==> config.mk <==
export PLATFORM = sky130hd
export DESIGN_NAME = hazard_unit
export DESIGN_NICKNAME = d
export VERILOG_FILES = /design/src/rtl/pipe_pkg.sv /design/src/rtl/div_stall_fsm.sv /design/src/rtl/hazard_unit.sv
export SDC_FILE = /design/constraint.sdc
export NUM_CORES = 1
export LEC_CHECK = 0
export ABC_CLOCK_PERIOD_IN_PS = 3300
export BUFFER_PORTS_ARGS = -buffer_cell sky130_fd_sc_hd__buf_2
export CAP_MARGIN = 20
export CORE_MARGIN = 2
export CORE_UTILIZATION = 30
export DETAILED_ROUTE_END_ITERATION = 8
export GPL_ROUTABILITY_DRIVEN = 0
export PLACE_DENSITY = 0.66
export SYNTH_ARGS = -nofsm -noshare
export SYNTH_HDL_FRONTEND = slang
export SYNTH_SLANG_ARGS = --single-unit
==> constraint.sdc <==
create_clock -name clk -period 3.3 [get_ports clk]
set_clock_uncertainty 0.05 [all_clocks]
set_input_delay 0.825 -clock clk [delete_from_list [all_inputs] [get_ports clk]]
set_output_delay 0.825 -clock clk [all_outputs]
set_load 0.05 [all_outputs]
==> src/rtl/pipe_pkg.sv <==
// Shared pipeline control definitions: divide-stall FSM state encoding and
// the width of its stall counter.
package pipe_pkg;

  localparam int DIV_CNT_W = 6;

  typedef enum logic [1:0] {
    IDLE = 2'd0,
    BUSY = 2'd1,
    DONE = 2'd2
  } div_state_e;

endpackage

==> src/rtl/div_stall_fsm.sv <==
// Multi-cycle divide stall sequencer: holds the pipeline for DIV_CYCLES cycles
// starting on the cycle a divide is seen in ID/EX, then flags one release cycle.
module div_stall_fsm
  import pipe_pkg::*;
#(
  parameter int DIV_CYCLES = 32
) (
  input  logic clk,
  input  logic rst,
  input  logic div_req,
  output logic div_stall,
  output logic div_done
);

  div_state_e           state;
  logic [DIV_CNT_W-1:0] cnt;

  // The trigger cycle itself stalls, so BUSY only needs DIV_CYCLES-1 cycles.
  localparam logic [DIV_CNT_W-1:0] CNT_LOAD = DIV_CNT_W'(DIV_CYCLES - 2);

  always_ff @(posedge clk or negedge rst) begin
    if (!rst) begin
      state <= IDLE;
      cnt   <= '0;
    end else begin
      case (state)
        IDLE: begin
          if (div_req) begin
            state <= BUSY;
            cnt   <= CNT_LOAD;
          end
        end
        BUSY: begin
          if (cnt == '0) begin
            state <= DONE;
          end else begin
            cnt <= cnt - DIV_CNT_W'(1);
          end
        end
        DONE: begin
          state <= IDLE;
        end
        default: begin
          state <= IDLE;
          cnt   <= '0;
        end
      endcase
    end
  end

  assign div_stall = ((state == IDLE) && div_req) || (state == BUSY);
  assign div_done  = (state == DONE);

endmodule

==> src/rtl/hazard_unit.sv <==
// Pipeline hazard control: divide stall, load-use stall and taken-branch flush,
// resolved combinationally in that priority order.
module hazard_unit
  import pipe_pkg::*;
#(
  parameter int DIV_CYCLES = 32
) (
  input  logic       clk,
  input  logic       rst,
  input  logic [4:0] ID_Rs,
  input  logic [4:0] ID_Rt,
  input  logic       ID_Uses_Rt,
  input  logic       ID_EX_MemRead,
  input  logic [4:0] ID_EX_Rt,
  input  logic       ID_EX_Div,
  input  logic       Branch_Taken,
  output logic       PC_Write,
  output logic       IF_ID_Write,
  output logic       IF_Flush,
  output logic       ID_EX_Bubble,
  output logic       EX_Hold,
  output logic       Div_Busy,
  output logic       Div_Done
);

  logic div_stall;
  logic load_use;

  div_stall_fsm #(
    .DIV_CYCLES(DIV_CYCLES)
  ) u_div_fsm (
    .clk      (clk),
    .rst      (rst),
    .div_req  (ID_EX_Div),
    .div_stall(div_stall),
    .div_done (Div_Done)
  );

  // $0 is hardwired, so a load targeting it never produces a dependency.
  assign load_use = ID_EX_MemRead && (ID_EX_Rt != 5'd0) &&
                    ((ID_EX_Rt == ID_Rs) || (ID_Uses_Rt && (ID_EX_Rt == ID_Rt)));

  always_comb begin
    PC_Write     = 1'b1;
    IF_ID_Write  = 1'b1;
    IF_Flush     = 1'b0;
    ID_EX_Bubble = 1'b0;
    EX_Hold      = 1'b0;
    Div_Busy     = 1'b0;
    if (div_stall) begin
      PC_Write    = 1'b0;
      IF_ID_Write = 1'b0;
      EX_Hold     = 1'b1;
      Div_Busy    = 1'b1;
    end else if (load_use) begin
      // A pending branch is dropped here and re-presented next cycle.
      PC_Write     = 1'b0;
      IF_ID_Write  = 1'b0;
      ID_EX_Bubble = 1'b1;
    end else if (Branch_Taken) begin
      IF_Flush = 1'b1;
    end
  end

endmodule

After elaboration in Yosys (flattened, before gate mapping)
Cells that the tools add are included.
- add/subtract/negate cells: 1
- bitwise logic cells: 1
- equality and inequality tests: 7
- reduce and logical (&&, ||, !) cells: 11
- muxes and demuxes: 14
- operators by type and width (cell ; count):
    6-bit case mux with 3 select lines ; 1
    6-bit 2-to-1 mux ; 2
    5-bit == test ; 2
    1-bit 2-to-1 mux ; 8
    6-bit zero test ; 1
    6-bit by 1-bit subtractor with 6-bit output, second input constant ; 1
    5-bit nonzero test ; 1
    1-bit logical AND ; 4
    2-bit 2-to-1 mux ; 2
    2-bit inequality test, second input constant ; 2
    2-bit case mux with 2 select lines ; 1
    3-bit AND reduction ; 1
    2-bit by 1-bit == test with 1-bit output, second input constant ; 1
    2-bit == test, second input constant ; 1
    2-bit zero test ; 1
    1-bit logical OR ; 2
    2-bit by 1-bit inequality test with 1-bit output, second input constant ; 1
    2-bit AND reduction ; 1
    1-bit NOT ; 1
- input bits: 21
- output and inout port bits: 7
- register bits after elaboration: 8

Depth between registers and ports, before layout
- depth in word-level cells: 6
- mapped depth: 6
- mapped depth without buffers: 6

Cells and area by module
From an unflattened synthesis, not the netlist that was laid out.
- cell total of the unflattened synthesis: 77
- area, all modules: 698.2 um^2
- by module, submodules not included (module ; times used ; cells each ; area an instance (um^2) ; sequential area each (um^2)):
    div_stall_fsm ; 1 ; 54 ; 530.5 ; 200.2
    hazard_unit ; 1 ; 23 ; 167.7 ; 0.0

Least setup slack after synthesis
OpenSTA, ideal clock, no wires.
- path type: input to output
- start point: in ID_EX_Rt[1]
- end point: out PC_Write
- arrival: 2677 ps
- required time: 2425 ps
- stages: 4
- setup slack: -252 ps
- path buffers: 1
- cells stage by stage: or4_1 o21a_1 a21oi_1 buf_4
- cells in the longest elaborated chain, start to end: 6
- ends and longest elaborated chain (what ; RTL line ; source):
    from (decl) ; hazard_unit.sv:14 ; input logic [4:0] ID_EX_Rt,
    5-bit == test ; hazard_unit.sv:41 ; ((ID_EX_Rt == ID_Rs) || (ID_Uses_Rt && (ID_EX_Rt == ID_Rt)));
    1-bit logical AND ; hazard_unit.sv:41 ;
    1-bit logical OR ; hazard_unit.sv:41 ;
    1-bit logical AND * ; hazard_unit.sv:40 ; assign load_use = ID_EX_MemRead && (ID_EX_Rt != 5'd0) &&
    1-bit 2-to-1 mux * (2 in series) ; n/a ;
    to (decl) ; hazard_unit.sv:17 ; output logic PC_Write,
Every way passes the cells marked *; elsewhere a longest branch is shown, timed or not.

Worst setup path in the final report
- start point: in ID_EX_Rt[1]
- end point: out PC_Write
- cells in the longest elaborated chain, start to end: 6
- ends and longest elaborated chain (what ; RTL line ; source):
    5-bit == test ; hazard_unit.sv:41 ;
    1-bit logical AND ; hazard_unit.sv:41 ;
    1-bit logical OR ; hazard_unit.sv:41 ;
    1-bit logical AND * ; hazard_unit.sv:40 ;
    1-bit 2-to-1 mux * ; hazard_unit.sv:55 ; end else if (load_use) begin
    1-bit 2-to-1 mux * ; hazard_unit.sv:50 ; if (div_stall) begin
Marked as above.

==> results_dict.tcl <==
set metrics [dict create \
    nNetsFinal 122 \
    worstPathRequired_ps 2420 \
    setup_viol 0 \
    syn-num-nets 93 \
    crit_fanout 3 \
    cp_top_family "simple AND/OR/NAND/NOR gates" \
    reg2reg_to "u_div_fsm.cnt[1]" \
    htreeDepth 1 \
    num_io_pins 28 \
    fmax_mhz 339 \
    path_buf_inv 2 \
    cts_made_buffers 3 \
    worst_slew_pin_slew_ps 458 \
    dieArea_mm2 0.00253 \
    placeableCoreArea_mm2 0.00200 \
    cp_common_cell "buf_2" \
    clockBufferDepth 2 \
    cts_sinks 8 \
    drtIter0Drc 5 \
    endpoint_kind "output port" \
    syn-instance-count 71 \
    avgSynthCellArea_um2 9.06 \
    drive_gt1_frac 0.357 \
    finalHoldViolCount 0 \
    path_cells "buf_2 -> or4_1 -> o21a_1 -> a21oi_2 -> buf_2" \
    die_y_um 50.3 \
    critPathMaxStageDelay_ps 510 \
    ys_ff_latch 8 \
    cap_violations 0 \
    clk_latency_ps 260 \
    final_max_slew_viol_count 0 \
    grt_max_degree 12 \
    grt_pass1_vias 609 \
    via_count 599 \
    place.port_buffers 27 \
    wl_mm 1.44 \
    post_cts_buffers 0 \
    grt.overflow.total 0 \
    rr_startpoint "u_div_fsm.cnt[0]" \
    crit_type "in2out" \
    ys_warn_count 0 \
    cp_slowest_cell "or4_1" \
    r2r_slack_ps 1490 \
    synth_seq_area_share 0.311 \
    reg2reg_depth 6 \
    wl_per_cell_um 11.5 \
    endpoint "PC_Write" \
    finalCritPeriodShare 0.894 \
    path_depth 5 \
    powerDensity_mw_per_mm2 783 \
    status "completed" \
    cp-start-kind "primary input" \
    min_path_type "in2async" \
    cellLeakagePower_nw 0.358 \
    fin_area_um2 820 \
    slew_headroom 0.693 \
    cts_resized 0 \
    die_x_um 50.3 \
    grt_pass1_wl_mm 2.52 \
    grt_use_total 0.127 \
    row_count 16 \
    startpoint "ID_EX_Rt[1]" \
    peakVddDrop_uv 474 \
    cts_hold_buf 0 \
    cp.arrival_ps 2080 \
    postRouteAntennaNets 0 \
    fill_cells 215 \
    place_area_um2 797 \
    clk_pin_slew_ps 60 \
    layout_common_cells "buf_2, xnor2_1, dfrtp_1" \
    avgViaCountPerCell 4.79 \
    layout_commonest_cell "buf_2" \
    diodes 0 \
    antenna_found_initial 0 \
    dp_hpwl_mm 1.18 \
    cts_tree "yes" \
    period_needed_ps 2950 \
    root_buffer "clkbuf_4" \
    start_util 0.321 \
    grt_setup_unrepaired "no" \
    area_growth_pct 27.4 \
    synth_area_um2 643 \
    synth_cell_type_count 29 \
    fin_setup_tns_ps 0 \
    holdWs_ps 348 \
    drt_drc_violations_left 0 \
    first_pass_iters 2 \
]
per-stage QoR:
stage	setup slack, ps	std cells	power (mW)	util
2_1_floorplan	58.0	71	0.502	-
3_3_place_gp	352	122	0.558	0.398
3_5_place_dp	341	122	0.568	0.398
4_1_cts	337	125	0.646	0.409
5_1_grt	286	125	0.695	0.409
6_report	350	125	0.642	0.409
Yosys cell counts:
cell        n  area [µm²]
or2_2       1        6.26
mux2i_1     1        10.0
o21ai_0     4        20.0
nor3_1      1        5.00
nand2b_1    3        18.8
a2111oi_4   1        27.5
o32ai_1     2        17.5
o31a_1      1        8.76
xnor2_1    12         105
nor4_4      1        21.3
buf_4       2        15.0
or3_4       1        11.3
inv_1       5        18.8
ha_1        1        12.5
and3_1      1        6.26
a2bb2oi_1   1        8.76
o21a_1      2        15.0
or3_1       1        6.26
a31oi_1     1        6.26
or4_1       1        7.51
nand2_1     4        15.0
o22ai_1     3        18.8
dfrtp_1     8         200
clkbuf_1    1        3.75
nand3_1     1        5.00
nand4_1     1        6.26
nor2_1      5        18.8
a21oi_1     3        15.0
nor2b_1     2        12.5
logic make-up (layout without fill, tap and decap cells):
group / count (synthesis) / after routing / share of synthesized area
XOR/XNOR: 12 / 12 / 0.163
flip-flops: 8 / 8 / 0.311
AO/OA/AOI/OAI: 18 / 18 / 0.214
multiplexers: 1 / 1 / 0.0156
adder cells (fa/ha/maj): 1 / 1 / 0.0195
AND/OR/NAND/NOR: 23 / 23 / 0.218
buffers and inverters: 8 / 35 / 0.0584
registers in the layout (all words and copies together), names as in the netlist:
signal,cells
u_div_fsm.cnt,6
u_div_fsm.state,2
layer usage:
metal,global-route usage,part of all wire,vias up
li1,-,-,304
met1,0.163,0.44,279
met2,0.217,0.50,14
met3,0.0298,0.042,2
met4,0.0270,0.013,0
met5,0,0,-
where the power goes:
part / switching [mW] / internal (mW) / total, mW
combinational: 0.202 / 0.144 / 0.346
sequential: 0.0749 / 0.145 / 0.220
clock: 0.0345 / 0.0417 / 0.0761
total: 0.312 / 0.330 / 0.642
worst register-to-register path: stages, from the launching register on:
cell and delay [ps]:
dfrtp_1 390, inv_1 110, ha_1 250, nand2b_1 170, nor4_4 380, mux2i_1 240
o22ai_1 90
cell type report:
| type | count | area, µm² | share of cell area |
|---|---|---|---|
| well taps | 27 | 33.8 | 0.0412 |
| multi-input cells | 55 | 409 | 0.499 |
| clock buffers | 3 | 22.5 | 0.0275 |
| inverters | 5 | 18.8 | 0.0229 |
| flip-flops and latches | 8 | 200 | 0.244 |
| repair buffers | 27 | 135 | 0.165 |
worst min-delay path by stage:
stage	slack (ps)	from	cells past startpoint	to
2_1_floorplan	450	u_div_fsm.state[1]	1	u_div_fsm.state[1]
3_3_place_gp	520	u_div_fsm.state[1]	1	u_div_fsm.state[1]
3_5_place_dp	540	u_div_fsm.state[1]	1	u_div_fsm.state[1]
4_1_cts	350	rst	1	u_div_fsm.cnt[4]
5_1_grt	360	rst	1	u_div_fsm.cnt[4]
6_report	350	rst	1	u_div_fsm.cnt[4]
Note: power is estimated with default switching activity, not from simulation.
